File: src/rtl/synth_voice_allocator.sv
// Polyphony controller: maps note events onto synth voices and
// sequences the resulting register writes onto the synth write bus.
module synth_voice_allocator #(
  parameter int NUMVOICES = 8
) (
  input  logic                 clk,
  input  logic                 rst,
  input  logic                 ev_valid,
  output logic                 ev_ready,
  input  logic [1:0]           ev_cmd,
  input  logic [1:0]           ev_group,
  input  logic [6:0]           ev_key,
  input  logic [15:0]          ev_increment,
  output logic [7:0]           syn_addr,
  output logic [31:0]          syn_data,
  output logic                 syn_wen,
  input  logic                 syn_ready,
  output logic [NUMVOICES-1:0] voices_active,
  output logic                 busy
);

  typedef enum logic [1:0] {
    IDLE,
    ALLOC,
    WRITE,
    GAP
  } state_t;

  localparam logic [1:0] CMD_OFF = 2'd0;
  localparam logic [1:0] CMD_ON  = 2'd1;
  localparam logic [1:0] CMD_ALL = 2'd2;

  state_t state, state_n;

  logic [1:0]  cmd_q, grp_q;
  logic [6:0]  key_q;
  logic [15:0] inc_q;

  logic [NUMVOICES-1:0] active;
  logic [6:0]           keys [NUMVOICES];
  logic                 p0, p1;
  logic [1:0]           p2;
  logic [2:0]           p3;

  logic [39:0] wl [4];
  logic [1:0]  wl_len, wl_idx;

  logic [NUMVOICES-1:0] mask;
  logic [2:0]  steal_v, hit_v, free_v, off_v, vsel;
  logic        hit, free, off;
  logic        do_steal;
  logic [1:0]  n_len;
  logic [39:0] n_w [4];

  function automatic logic [39:0] w_inc(logic [2:0] v, logic [15:0] inc);
    return {1'b0, v, 4'h0, 16'h0000, inc};
  endfunction

  function automatic logic [39:0] w_gate(logic [2:0] v, logic on);
    return {1'b0, v, 4'hC, 31'h0, on};
  endfunction

  // Voice selection and write-list construction for the latched event
  always_comb begin
    mask    = '0;
    steal_v = 3'd0;
    unique case (grp_q)
      2'd0: begin mask = 8'h03; steal_v = {2'b00, p0}; end
      2'd1: begin mask = 8'h0C; steal_v = {2'b01, p1}; end
      2'd2: begin mask = 8'hF0; steal_v = {1'b1, p2}; end
      default: begin mask = 8'hFF; steal_v = p3; end
    endcase
    hit    = 1'b0;
    free   = 1'b0;
    off    = 1'b0;
    hit_v  = 3'd0;
    free_v = 3'd0;
    off_v  = 3'd0;
    for (int i = NUMVOICES - 1; i >= 0; i--) begin
      if (active[i] && keys[i] == key_q) begin
        off   = 1'b1;
        off_v = 3'(i);
        if (mask[i]) begin
          hit   = 1'b1;
          hit_v = 3'(i);
        end
      end
      if (mask[i] && !active[i]) begin
        free   = 1'b1;
        free_v = 3'(i);
      end
    end
    vsel     = steal_v;
    do_steal = 1'b0;
    n_len    = 2'd0;
    for (int i = 0; i < 4; i++) n_w[i] = '0;
    unique case (cmd_q)
      CMD_ON: begin
        unique case (1'b1)
          hit: begin
            vsel  = hit_v;
            n_len = 2'd3;
          end
          !hit && free: begin
            vsel  = free_v;
            n_len = 2'd2;
          end
          default: begin
            do_steal = 1'b1;
            n_len    = 2'd3;
          end
        endcase
        if (n_len == 2'd2) begin
          n_w[0] = w_inc(vsel, inc_q);
          n_w[1] = w_gate(vsel, 1'b1);
        end else begin
          n_w[0] = w_gate(vsel, 1'b0);
          n_w[1] = w_inc(vsel, inc_q);
          n_w[2] = w_gate(vsel, 1'b1);
        end
      end
      CMD_OFF: begin
        if (off) begin
          n_len  = 2'd1;
          n_w[0] = w_gate(off_v, 1'b0);
        end
      end
      CMD_ALL: begin
        n_len  = 2'd1;
        n_w[0] = {8'hF4, 32'h0};
      end
      default: n_len = 2'd0;
    endcase
  end

  always_ff @(posedge clk) begin
    if (rst) state <= IDLE;
    else     state <= state_n;
  end

  always_comb begin
    state_n = state;
    unique case (state)
      IDLE:  if (ev_valid) state_n = ALLOC;
      ALLOC: state_n = (n_len != 2'd0) ? WRITE : IDLE;
      WRITE: if (syn_ready) state_n = GAP;
      GAP:   state_n = (wl_idx < wl_len) ? WRITE : IDLE;
      default: state_n = IDLE;
    endcase
  end

  always_ff @(posedge clk) begin
    if (rst) begin
      active   <= '0;
      p0       <= 1'b0;
      p1       <= 1'b0;
      p2       <= 2'd0;
      p3       <= 3'd0;
      syn_addr <= '0;
      syn_data <= '0;
      wl_len   <= 2'd0;
      wl_idx   <= 2'd0;
    end else begin
      if (state == IDLE && ev_valid) begin
        cmd_q <= ev_cmd;
        grp_q <= ev_group;
        key_q <= ev_key;
        inc_q <= ev_increment;
      end
      if (state == ALLOC) begin
        unique case (cmd_q)
          CMD_ON: begin
            active[vsel] <= 1'b1;
            keys[vsel]   <= key_q;
            if (do_steal) begin
              unique case (grp_q)
                2'd0: p0 <= ~p0;
                2'd1: p1 <= ~p1;
                2'd2: p2 <= p2 + 2'd1;
                default: p3 <= p3 + 3'd1;
              endcase
            end
          end
          CMD_OFF: if (off) active[off_v] <= 1'b0;
          CMD_ALL: begin
            active <= '0;
            p0     <= 1'b0;
            p1     <= 1'b0;
            p2     <= 2'd0;
            p3     <= 3'd0;
          end
          default: ;
        endcase
        for (int i = 0; i < 4; i++) wl[i] <= n_w[i];
        wl_len <= n_len;
        wl_idx <= 2'd0;
        if (n_len != 2'd0) begin
          syn_addr <= n_w[0][39:32];
          syn_data <= n_w[0][31:0];
        end
      end
      if (state == WRITE && syn_ready) wl_idx <= wl_idx + 2'd1;
      if (state == GAP && wl_idx < wl_len) begin
        syn_addr <= wl[wl_idx][39:32];
        syn_data <= wl[wl_idx][31:0];
      end
    end
  end

  assign ev_ready      = (state == IDLE) && !rst;
  assign syn_wen       = (state == WRITE);
  assign busy          = (state != IDLE);
  assign voices_active = active;

endmodule

File: config.mk
export PLATFORM = sky130hd
export DESIGN_NAME = synth_voice_allocator
export DESIGN_NICKNAME = d
export VERILOG_FILES = /design/src/rtl/synth_voice_allocator.sv
export SDC_FILE = /design/constraint.sdc
export NUM_CORES = 1
export LEC_CHECK = 0
export CELL_PAD_IN_SITES_DETAIL_PLACEMENT = 0
export CELL_PAD_IN_SITES_GLOBAL_PLACEMENT = 1
export CORE_ASPECT_RATIO = 1.5
export CORE_MARGIN = 4
export CORE_UTILIZATION = 39
export CTS_CLUSTER_DIAMETER = 200
export DETAILED_ROUTE_END_ITERATION = 10
export HOLD_SLACK_MARGIN = 0.02
export PLACE_DENSITY_LB_ADDON = 0.1
export REMOVE_ABC_BUFFERS = 1
export SLEW_MARGIN = 20
export SYNTH_ARGS = -nofsm -noshare
export SYNTH_HDL_FRONTEND = slang
export SYNTH_SLANG_ARGS = --single-unit
File: constraint.sdc
create_clock -name clk -period 3.35 [get_ports clk]
set_input_delay 0.67 -clock clk [delete_from_list [all_inputs] [get_ports clk]]
set_output_delay 0.67 -clock clk [all_outputs]
set_load 0.01 [all_outputs]
Word-level counts from Yosys, hierarchy flattened --
Memories as Yosys holds them, arrays and structs flattened. A register that Yosys moved wholly into a read port is not among the register bits. Index checks and enable logic that the tools add are counted. Widths: inputs -> output; s select.
Storage, ports and cells: bits in registers 88, memory bits (writable) 216, input bits 31, output and inout port bits 51, word-level logic and storage cells 226, memories kept 2
Memories:
- wl | depth 4, bits a word 40, read ports 1, clocked after memory_dff 1, write ports 4, line 45 | logic [39:0] wl [4];
- keys | depth 8, bits a word 7, read ports 8, clocked after memory_dff 0, write ports 1, line 40 | logic [6:0] keys [NUMVOICES];
Cells by class: $add $sub $neg 3, magnitude comparators 5, equal/unequal tests 24, muxes and demuxes 119, bitwise operators 6, reductions and logical operators 53
Operators with widths (count):
- $pmux 40 s3 | 1
- $mux 3 | 35
- $mux 32 | 3
- $mux 80 | 1
- $mux 39 | 2
- $mux 76 | 1
- $eq 7x7->1 | 8
- $mux 1 | 49
- $pmux 8 s3 | 2
- $mux 8 | 4
- $logic_and 1x1->1 | 23
- $mux 2 | 11
- $reduce_and 4->1 | 4
- $ne 2x2->1 const B | 7
- $pmux 3 s2 | 2
- $reduce_bool 2->1 | 6
- $eq 2x2->1 const B | 5
- $logic_not 1->1 | 10
- $pmux 3 s3 | 1
- $and 8x8->8 | 1
- $lt 3x4->1 const B | 2
- $not 8->8 | 1
- $or 8x8->8 | 1
- $pmux 2 s4 | 1
- 17 further kinds | 29

Logic depth before layout (Yosys ltp) --
Gate-level depths: netlist of the first run.
depth in word-level cells 28, gate-level depth with buffers 13, mapped depth without buffers 11

Worst setup path after synthesis of the first run --
OpenSTA, ideal clock, no wires.
path kind input to register, from in rst, to mem wl[0][0] (enable), library setup time 0.450 ns, data arrival time 3.030 ns, data required time 2.900 ns, slack -0.130 ns, stages on the path 3, buffers on the path 2, cells stage by stage clkbuf_1 -> clkbuf_1 -> nor2_1
RTL lines:
- start: declaration | line 7 | input logic rst,
- end: declaration | line 45

Worst setup path after layout of the first run --
from reg key_q[1], to mem keys[4][5] (enable)
On the way: longest elaborated chain between the ends 21, elaborated cells between the ends (all ways) 50, classes of those cells 8 x eq/ne; 32 x mux; 10 x reduce/logical
Ends and longest elaborated chain:
- start: declaration | line 36 | logic [6:0] key_q;
- start signal: assignment | line 167 | key_q <= ev_key;
- $eq 7x7->1 | line 80 | if (active[i] && keys[i] == key_q) begin
- $logic_and 1x1->1 | line 80
- $mux 1 | line 80
- $mux 1 | line 83 | if (mask[i]) begin
- $mux 1 | line 80
- $mux 1 | line 83
- $mux 1 | line 80
- $mux 1 | line 83
- (+5 left out)
- $mux 1 | line 83
- $mux 1 | line 80
- $mux 1 | line 83
- $mux 1 | line 80
- $logic_not 1->1 | line 104 | !hit && free: begin
- $logic_and 1x1->1 | line 104
- $pmux 3 s2 (*) | line 99 | unique case (1'b1)
- $mux 3 (*) | line 97 | unique case (cmd_q)
- end: declaration | line 40
Every way passes the cells marked *; elsewhere a longest branch is shown, timed or not.

==> run metrics, run 1 <==
sequential-to-total area share from yosys stat 60.55%; Worst EP required 3470 ps; placed insts roughly 1000; Post-Layout Inst Area 9813 sq um; clock group share of total power 39.7%; pin count of the biggest net entering global routing 47; Static Leak 3.436 nW; I/O pins 82; fin crit share 96.87%; Detail Route Antenna Nets 0; Clock Skews 9.266 ps; CTS root buffer clkbuf_16; Worst-path clk slew around 70 ps; Die W 124.1 um; internal power 3.514 mW; Initial Util 39.70%; Yosys reg bits 174; Seq. cell area 4775 sq um; drt first-iter violations 447; dpl cell area 9193 sq um; peak supply drop between 0.3 and 0.4 mV; element type at the critical path start flip-flop; Routed met1 length ~8 mm; initial antenna violation count 0; gr usage total 18.98%; CP Max Fanout 13; Synth warnings 0; Pre-antenna DRT Iters 7; setup violators final 0; final hold slack 455.5 ps; WL met3 771 um; Synth Instances 662; grt ovf 0; Die Ht 182.1 um; highest routed layer met4; ys flop type edfxtp_1; post-synthesis cell type count 64; post-DP HPWL 15.01 mm; wire length of the first global-routing pass between 30 and 40 mm; H-tree levels 4; number of remaining DRC errors 0; Vias ~5600; synthesized area per cell 11.91 sq um; Worst Max-Slew Pin Slew 683.0 ps; Max Cap Violations 0; buffers plus inverters on the worst setup path 2; clock latency on the worst-skew pair 420 ps; Fillers between 1500 and 2000; standard-cell rows 63; met2 wire length 11.59 mm; max incr delay on CP approximately 500 ps; ys async rst share 0%; die area roughly 23000 sq um; area leader, netlist edfxtp_1; Synth top area share 49.13%; pins over their slew limit 0; RSZ-0062 raised after global routing true; CP arrival 3370 ps; Setup Total Neg Slack 0 ps; Max Root-Sink Buffers 2; fmax ~0.31 GHz; PortBufs 63; Clock Sinks ~170; Routed WL roughly 21 mm; clock tree from TritonCTS done; post-layout net count 813; number of synthesized flops with an enable pin 129; most numerous cell in the Yosys netlist edfxtp_1; Wirelength per Cell approximately 20 um; Net Switching 1.097 mW; share of cells above drive strength 1 approximately 16%; slew margin rel. between 50% and 60%; Diodes inserted 0; vias in the first global route ~5700; Reg power frac between 50% and 60%; Gate power share between 8 and 9%; area occupied by multi-input gates 2849 sq um; Min Clock Period, post-route 3245 ps; synth top area cells edfxtp_1, dfxtp_1, xnor2_1; Final Power 4.611 mW; kind of cell adding the most delay to the critical path simple AND/OR/NAND/NOR gates; core area 19860 sq um; top cells by count, synth edfxtp_1, nand2_1, dfxtp_1; number of buffers created by CTS 17; Area growth, synth to finish 24.45%; critical path cell sequence buf_12 > xor2_1 > nor4_2 > and4_4 > o41ai_4 > o211ai_4 > nor3_2 > a21o_1 > nand2_1 > nor3_1 > buf_4; Layout Cells excl Fill 1049; Crit Path Category reg -> reg; switch share 23.80%; worst hold path type reg -> reg; crit end category flip-flop; slowest stage cell on the critical path o41ai_4; Final Hold Violating Endpoints 0; Final GP Congestion 0.9403; Synth Cell Area 7885 sq um; outcome finished clean; PD cells 469.9 nW/um^2; vias per inst between 5 and 6
==> logic make-up after synthesis <==
family                   after synthesis  synth area share (%)
multiplexers                           5                0.6506
flip-flops                           174                 60.55
buffers and inverters                 68                 4.649
adder cells (fa/ha/maj)                6                0.9521
XOR/XNOR                              57                 6.331
other                                  1               0.04756
AND/OR/NAND/NOR                      214                 13.81
AO/OA/AOI/OAI                        137                 13.01
==> through the flow <==
stage	utilization, %	setup WS [ps]
floorplan	-	46.55
global placement	46.28	96.86
detailed placement	46.28	79.14
CTS	49.04	38.89
global route	49.40	-41.22
finish	49.40	104.7
==> cells in the final DEF, fill, tap and decap left out, drive strengths merged, types with 4 or more instances in the layout <==
cell,n
a41oi,4
and3,16
nand2b,7
buf,70
nor2,41
edfxtp,129
nand2,57
clkbuf,19
xnor2,33
or2,8
a22oi,7
o21a,5
nor3,22
a222oi,18
a21oi,36
nor2b,5
o211ai,5
clkinv,7
clkdlybuf4s50,63
dfxtp,45
inv,18
o21ai,19
nand3,7
and2,24
o22ai,4
nand4,15
xor2,24
nor4,4
conb,18
ha,6
mux2i,4
a31oi,8
a211oi,4
==> metal layers <==
| metal | vias up | track usage [%] |
|---|---|---|
| li1 | 2665 | - |
| met1 | 2719 | 20.74 |
| met2 | 152 | 35.10 |
| met3 | 41 | 3.783 |
| met4 | 0 | 7.632 |
| met5 | - | 0 |
==> power groups by stage <==
stage	combinational, mW	clock (mW)	sequential [mW]
floorplan	0.167	0	2.45
global placement	0.378	0	2.44
detailed placement	0.381	0	2.44
CTS	0.383	1.88	2.40
global route	0.420	1.98	2.40
finish	0.388	1.83	2.39
==> worst min-delay path: stages, from the launching register on <==
cell and delay, ps:
dfxtp_1 310, nand2_1 50, a21oi_1 50
==> state kept, by name (all words and copies together), names as in the netlist, 3 cells and up, named ones only <==
name	cells
inc_q	16
key_q	7
keys	56
p3	3
syn_addr	6
syn_data	16
voices_active	8
wl	46
==> cell type report <==
class,instances,area share (%)
clock buffers,19,4.514
clock inverters,13,1.084
inverters,13,0.4973
multi-input cells,437,29.03
flip-flops and latches,174,48.65
well taps,260,3.315
repair buffers,133,12.90
==> worst paths after layout <==
check | from | end | slack [ps] | depth (start not counted)
worst max register to register | key_q[1] | keys[4][5] | 100 | 11
worst min register to register | wl_len[1] | wl_len[1] | 460 | 2
worst max-delay path | key_q[1] | keys[4][5] | 100 | 11
worst min-delay path | wl_len[1] | wl_len[1] | 460 | 2
==> what timing repair did <==
| action | CTS | global route |
|---|---|---|
| hold buffers | 0 | 0 |
| resized for setup | 0 | 8 |
| buffers inserted | 0 | 6 |
| setup endpoints to repair | 0 | 56 |
Note: power is estimated with default switching activity, not from simulation.
==> run 2: changes to the inputs <==
Settings changed: CTS_BUF_LIST set to sky130_fd_sc_hd__clkbuf_2 sky130_fd_sc_hd__clkbuf_4 sky130_fd_sc_hd__clkbuf_8, SLEW_MARGIN 20 to unset.
==> run 2 against run 1 <==
Cell count barely moved. Count of clock-buffer cells in the layout did not move. Critical path depth did not move. Critical path type unchanged. Largest power group unchanged.
==> run metrics, run 2 (synthesis results as in run 1) <==
Die W 124.1 um; setup violators final 0; Post-CTS Hold Fix Bufs 0; Diodes inserted 0; pin count of the biggest net entering global routing 47; Clock Skews between 15 and 20 ps; I/O pins 82; core area 19860 sq um; Routed WL 21.03 mm; initial antenna violation count 0; element type at the critical path start flip-flop; placed insts 1011; final hold slack 458.8 ps; worst hold path type reg -> reg; max reg flops 56; number of remaining DRC errors 0; post-layout net count 814; grt ovf 0; die area ~23000 sq um; number of buffers created by CTS 17; vias per inst between 5 and 6; standard-cell rows 63; clock latency on the worst-skew pair between 400 and 500 ps; share of cells above drive strength 1 16.71%; H-tree levels 4; Static Leak 3.356 nW; Clock Sinks 174; slew margin rel. 53.16%; Max Cap Violations 0; wire length of the first global-routing pass about 32 mm; outcome finished clean; peak supply drop 0.2238 mV; Worst Max-Slew Pin Slew around 700 ps; post-DP HPWL roughly 15 mm; largest registers keys x56, wl x46; CP arrival 3350 ps; clock tree from TritonCTS done; commonest cells after routing, fill and taps aside edfxtp_1, clkdlybuf4s50_1, buf_4; fmax between 0.3 and 0.4 GHz; Max Root-Sink Buffers 2; Layout Cells excl Fill 1050; CTS root buffer clkbuf_8; most common cell after layout, fill and taps aside edfxtp_1; PD cells between 400 and 500 nW/um^2; Die Ht 182.1 um; PortBufs 63; Min Clock Period, post-route 3195 ps; largest reg by FF count keys; vias in the first global route roughly 5700; fin crit share between 90% and 100%; Vias roughly 5600; Worst EP required 3510 ps; Pre-antenna DRT Iters 5; Detail Route Antenna Nets 0; Area growth, synth to finish 22.18%; Final GP Congestion 0.9403; drt first-iter violations roughly 500; Worst-path clk slew 100 ps; CP Max Fanout 13; Initial Util about two fifths; Wirelength per Cell roughly 20 um; Final Hold Violating Endpoints 0; Crit Path Category reg -> reg; crit end category flip-flop; pins over their slew limit 0; gr usage total 18.89%
[run 2: cell count changes in the layout (fill, tap and decap cells not counted), sizes merged]
cell and delta:
buf +1
[run 2: final timing paths]
check             cells past startpoint  slack, ps          to       from
setup / recovery                     11        160  keys[5][0]   key_q[1]
hold / removal                        2        460   wl_len[1]  wl_len[1]
setup reg to reg                     11        160  keys[5][0]   key_q[1]
hold reg to reg                       2        460   wl_len[1]  wl_len[1]
[run 2: per-layer routing]
metal  global-route usage (%)  part of all wire, %
met5                        0                    0
met4                    7.281                  3.4
met3                    3.783                  3.6
met2                    34.86                   55
met1                    20.82                   38
[run 2: power by group]
part	total, mW	internal (mW)	leakage [nW]	switching [mW]
Combinational	0.388	0.166	1.62	0.222
Clock	1.34	0.558	0.188	0.786
Sequential	2.39	2.36	1.55	0.0318
Total	4.12	3.08	3.36	1.04
[run 2: layout make-up]
type                    instances  area, sq um
clock buffers                  19        255.2
fillers                      1866        10230
repair buffers                134         1274
clock inverters                13        106.4
well taps                     260        325.3
flip-flops and latches        174         4775
inverters                      13        48.80
multi-input cells             437         2850
[run 2: worst max-delay path, cell delays in order (launching register included)]
cell and delay [ps]:
edfxtp_1 500, buf_12 200, xor2_1 160, nor4_1 340, and4_2 330, o41ai_4 90
buf_4 170, a2111o_1 430, inv_1 110, nand2_2 110, nor3_1 230, buf_4 220
[run 2: timing repair]
| item | in CTS | in global routing |
|---|---|---|
| endpoints found under the setup margin | 0 | 56 |
| buffers inserted | 0 | 7 |
| resized for setup | 0 | 9 |
| endpoints found under the hold margin | 0 | 0 |
[run 2: per-stage QoR]
step	cell area [sq um]	util (%)	power [mW]	setup WS [ps]	TNS (ps)
after CTS	9554	48.10	4.172	40.51	0
after floorplan	7631	-	2.616	46.55	0
final	9634	48.50	4.124	155.4	0
after detailed placement	9193	46.28	2.823	79.14	0
after global placement	9193	46.28	2.819	96.86	0
after global routing	9634	48.50	4.300	-15.12	-26.66
==> run 3: changes to the inputs <==
Settings changed: CAP_MARGIN set to 30, CORE_MARGIN 4 to 2, HOLD_SLACK_MARGIN 0.02 to unset.
==> run 3 against run 2 <==
Final area shrank 0.45%. Non-clock buffer count shrank 8. Die area is 5.3% lower. Power up 2.8%. Wire length shrank 3.7%. Clock power grew 10%. Count of clock-buffer cells in the layout decreased by 2. Critical path depth did not move. Sequential power about the same. Critical endpoint is now keys[6][0]. Largest cell class unchanged.
==> run metrics, run 3 (synthesis results as in run 1) <==
Worst-path clk slew ~100 ps; vias in the first global route 5599; peak supply drop 0.2165 mV; pin count of the biggest net entering global routing 47; largest registers keys x56, wl x46; CTS root buffer clkbuf_8; post-DP HPWL 14.51 mm; post-layout net count 806; setup violators final 0; number of remaining DRC errors 0; pins over their slew limit 0; drt first-iter violations between 300 and 400; clock latency on the worst-skew pair 480 ps; CP arrival 3350 ps; Area growth, synth to finish 21.63%; PD cells 442.1 nW/um^2; Clock Skews 20.91 ps; Vias 5580; Worst EP required 3530 ps; vias per inst approximately 5.4; Fillers 1805; Pre-antenna DRT Iters 7; area occupied by multi-input gates 2854 sq um; Clock Sinks 174; CP Max Fanout 7; die area around 21000 sq um; dpl cell area 9140 sq um; hold-critical path depth 2; standard-cell rows 63; Final GP Congestion around 0.88; Detail Route Antenna Nets 0; share of cells above drive strength 1 15.98%; commonest cells after routing, fill and taps aside edfxtp_1, clkdlybuf4s50_1, buf_4; H-tree levels 4; Max Root-Sink Buffers 2; worst hold path type reg -> reg; initial antenna violation count 0; Final Power around 4.2 mW; worst reg2reg path depth 11; largest reg by FF count keys; Initial Util 39.85%; fmax 0.3163 GHz; Final Hold Violating Endpoints 0; Die W 120.1 um; Diodes inserted 0; crit end category flip-flop; grt ovf 0; core area 19790 sq um; Hold Path Origin wl_len[1]; Seq. cell area 4775 sq um; reg-to-reg critical path startpoint key_q[5]; Post-Layout Inst Area ~9600 sq um; max reg flops 56; Routed WL just over 20 mm; most common cell after layout, fill and taps aside edfxtp_1; outcome finished clean; Worst Max-Slew Pin Slew ~650 ps; Max Cap Violations 0; Min Clock Period, post-route ~3200 ps; Wirelength per Cell 19.45 um; Final Util 48.47%; I/O pins 82; element type at the critical path start flip-flop; fin crit share 94.36%; Crit Path Category reg -> reg; PortBufs 63; Static Leak about 3.3 nW; Setup Total Neg Slack 0 ps; wire length of the first global-routing pass ~31 mm; clock tree from TritonCTS done; gr usage total 19.49%; slew margin rel. 56.83%; Worst Setup SP key_q[5]; number of buffers created by CTS 17; Die Ht 178.1 um
[run 3: what timing repair did]
item                       4_1_cts  5_1_grt
setup endpoints to repair        0       70
setup buffers                    0        2
hold buffers                     0        0
resized for setup                0       10
[run 3: metrics by stage]
| step | worst slack (ps) | hold slack (ps) | cells |
|---|---|---|---|
| floorplan | 46.55 | 430.3 | 624 |
| global placement | 96.20 | 450.6 | 1008 |
| detailed placement | 61.76 | 449.6 | 1008 |
| CTS | 14.79 | 463.2 | 1040 |
| global route | -12.04 | 480.2 | 1042 |
| finish | 188.8 | 460.2 | 1042 |
[run 3: critical path, stage by stage, from the launching register on]
cell and delay (ps):
edfxtp_1 500, xor2_1 210, nor4_1 290, buf_4 160, nand4_1 180, and2_2 310, o211ai_4 240, o32ai_4 140
nor2_2 260, nand2_1 170, nor3_2 220, buf_4 190
[run 3: power by group]
part | switching, mW | internal (mW)
Clock | 0.850 | 0.626
Combinational | 0.215 | 0.156
Sequential | 0.0328 | 2.36
[run 3: path summary, 6_finish.rpt]
path                            slack, ps         end
worst max-delay path                  190  keys[6][0]
worst min-delay path                  460   wl_len[1]
worst max register to register        190  keys[6][0]
worst min register to register        460   wl_len[1]
[run 3: cell type report]
cell class | count | area share (%)
flip-flops and latches | 174 | 49.78
multi-input cells | 437 | 29.76
repair buffers | 126 | 12.37
well taps | 260 | 3.392
clock buffers | 17 | 2.440
clock inverters | 15 | 1.748
inverters | 13 | 0.5088
[run 3: layer usage]
layer	vias to the layer above	share of wire, %	track usage, %
li1	2651	-	-
met1	2701	37	20.31
met2	186	56	37.43
met3	42	4.2	3.389
met4	0	3.0	9.069
met5	-	0	0
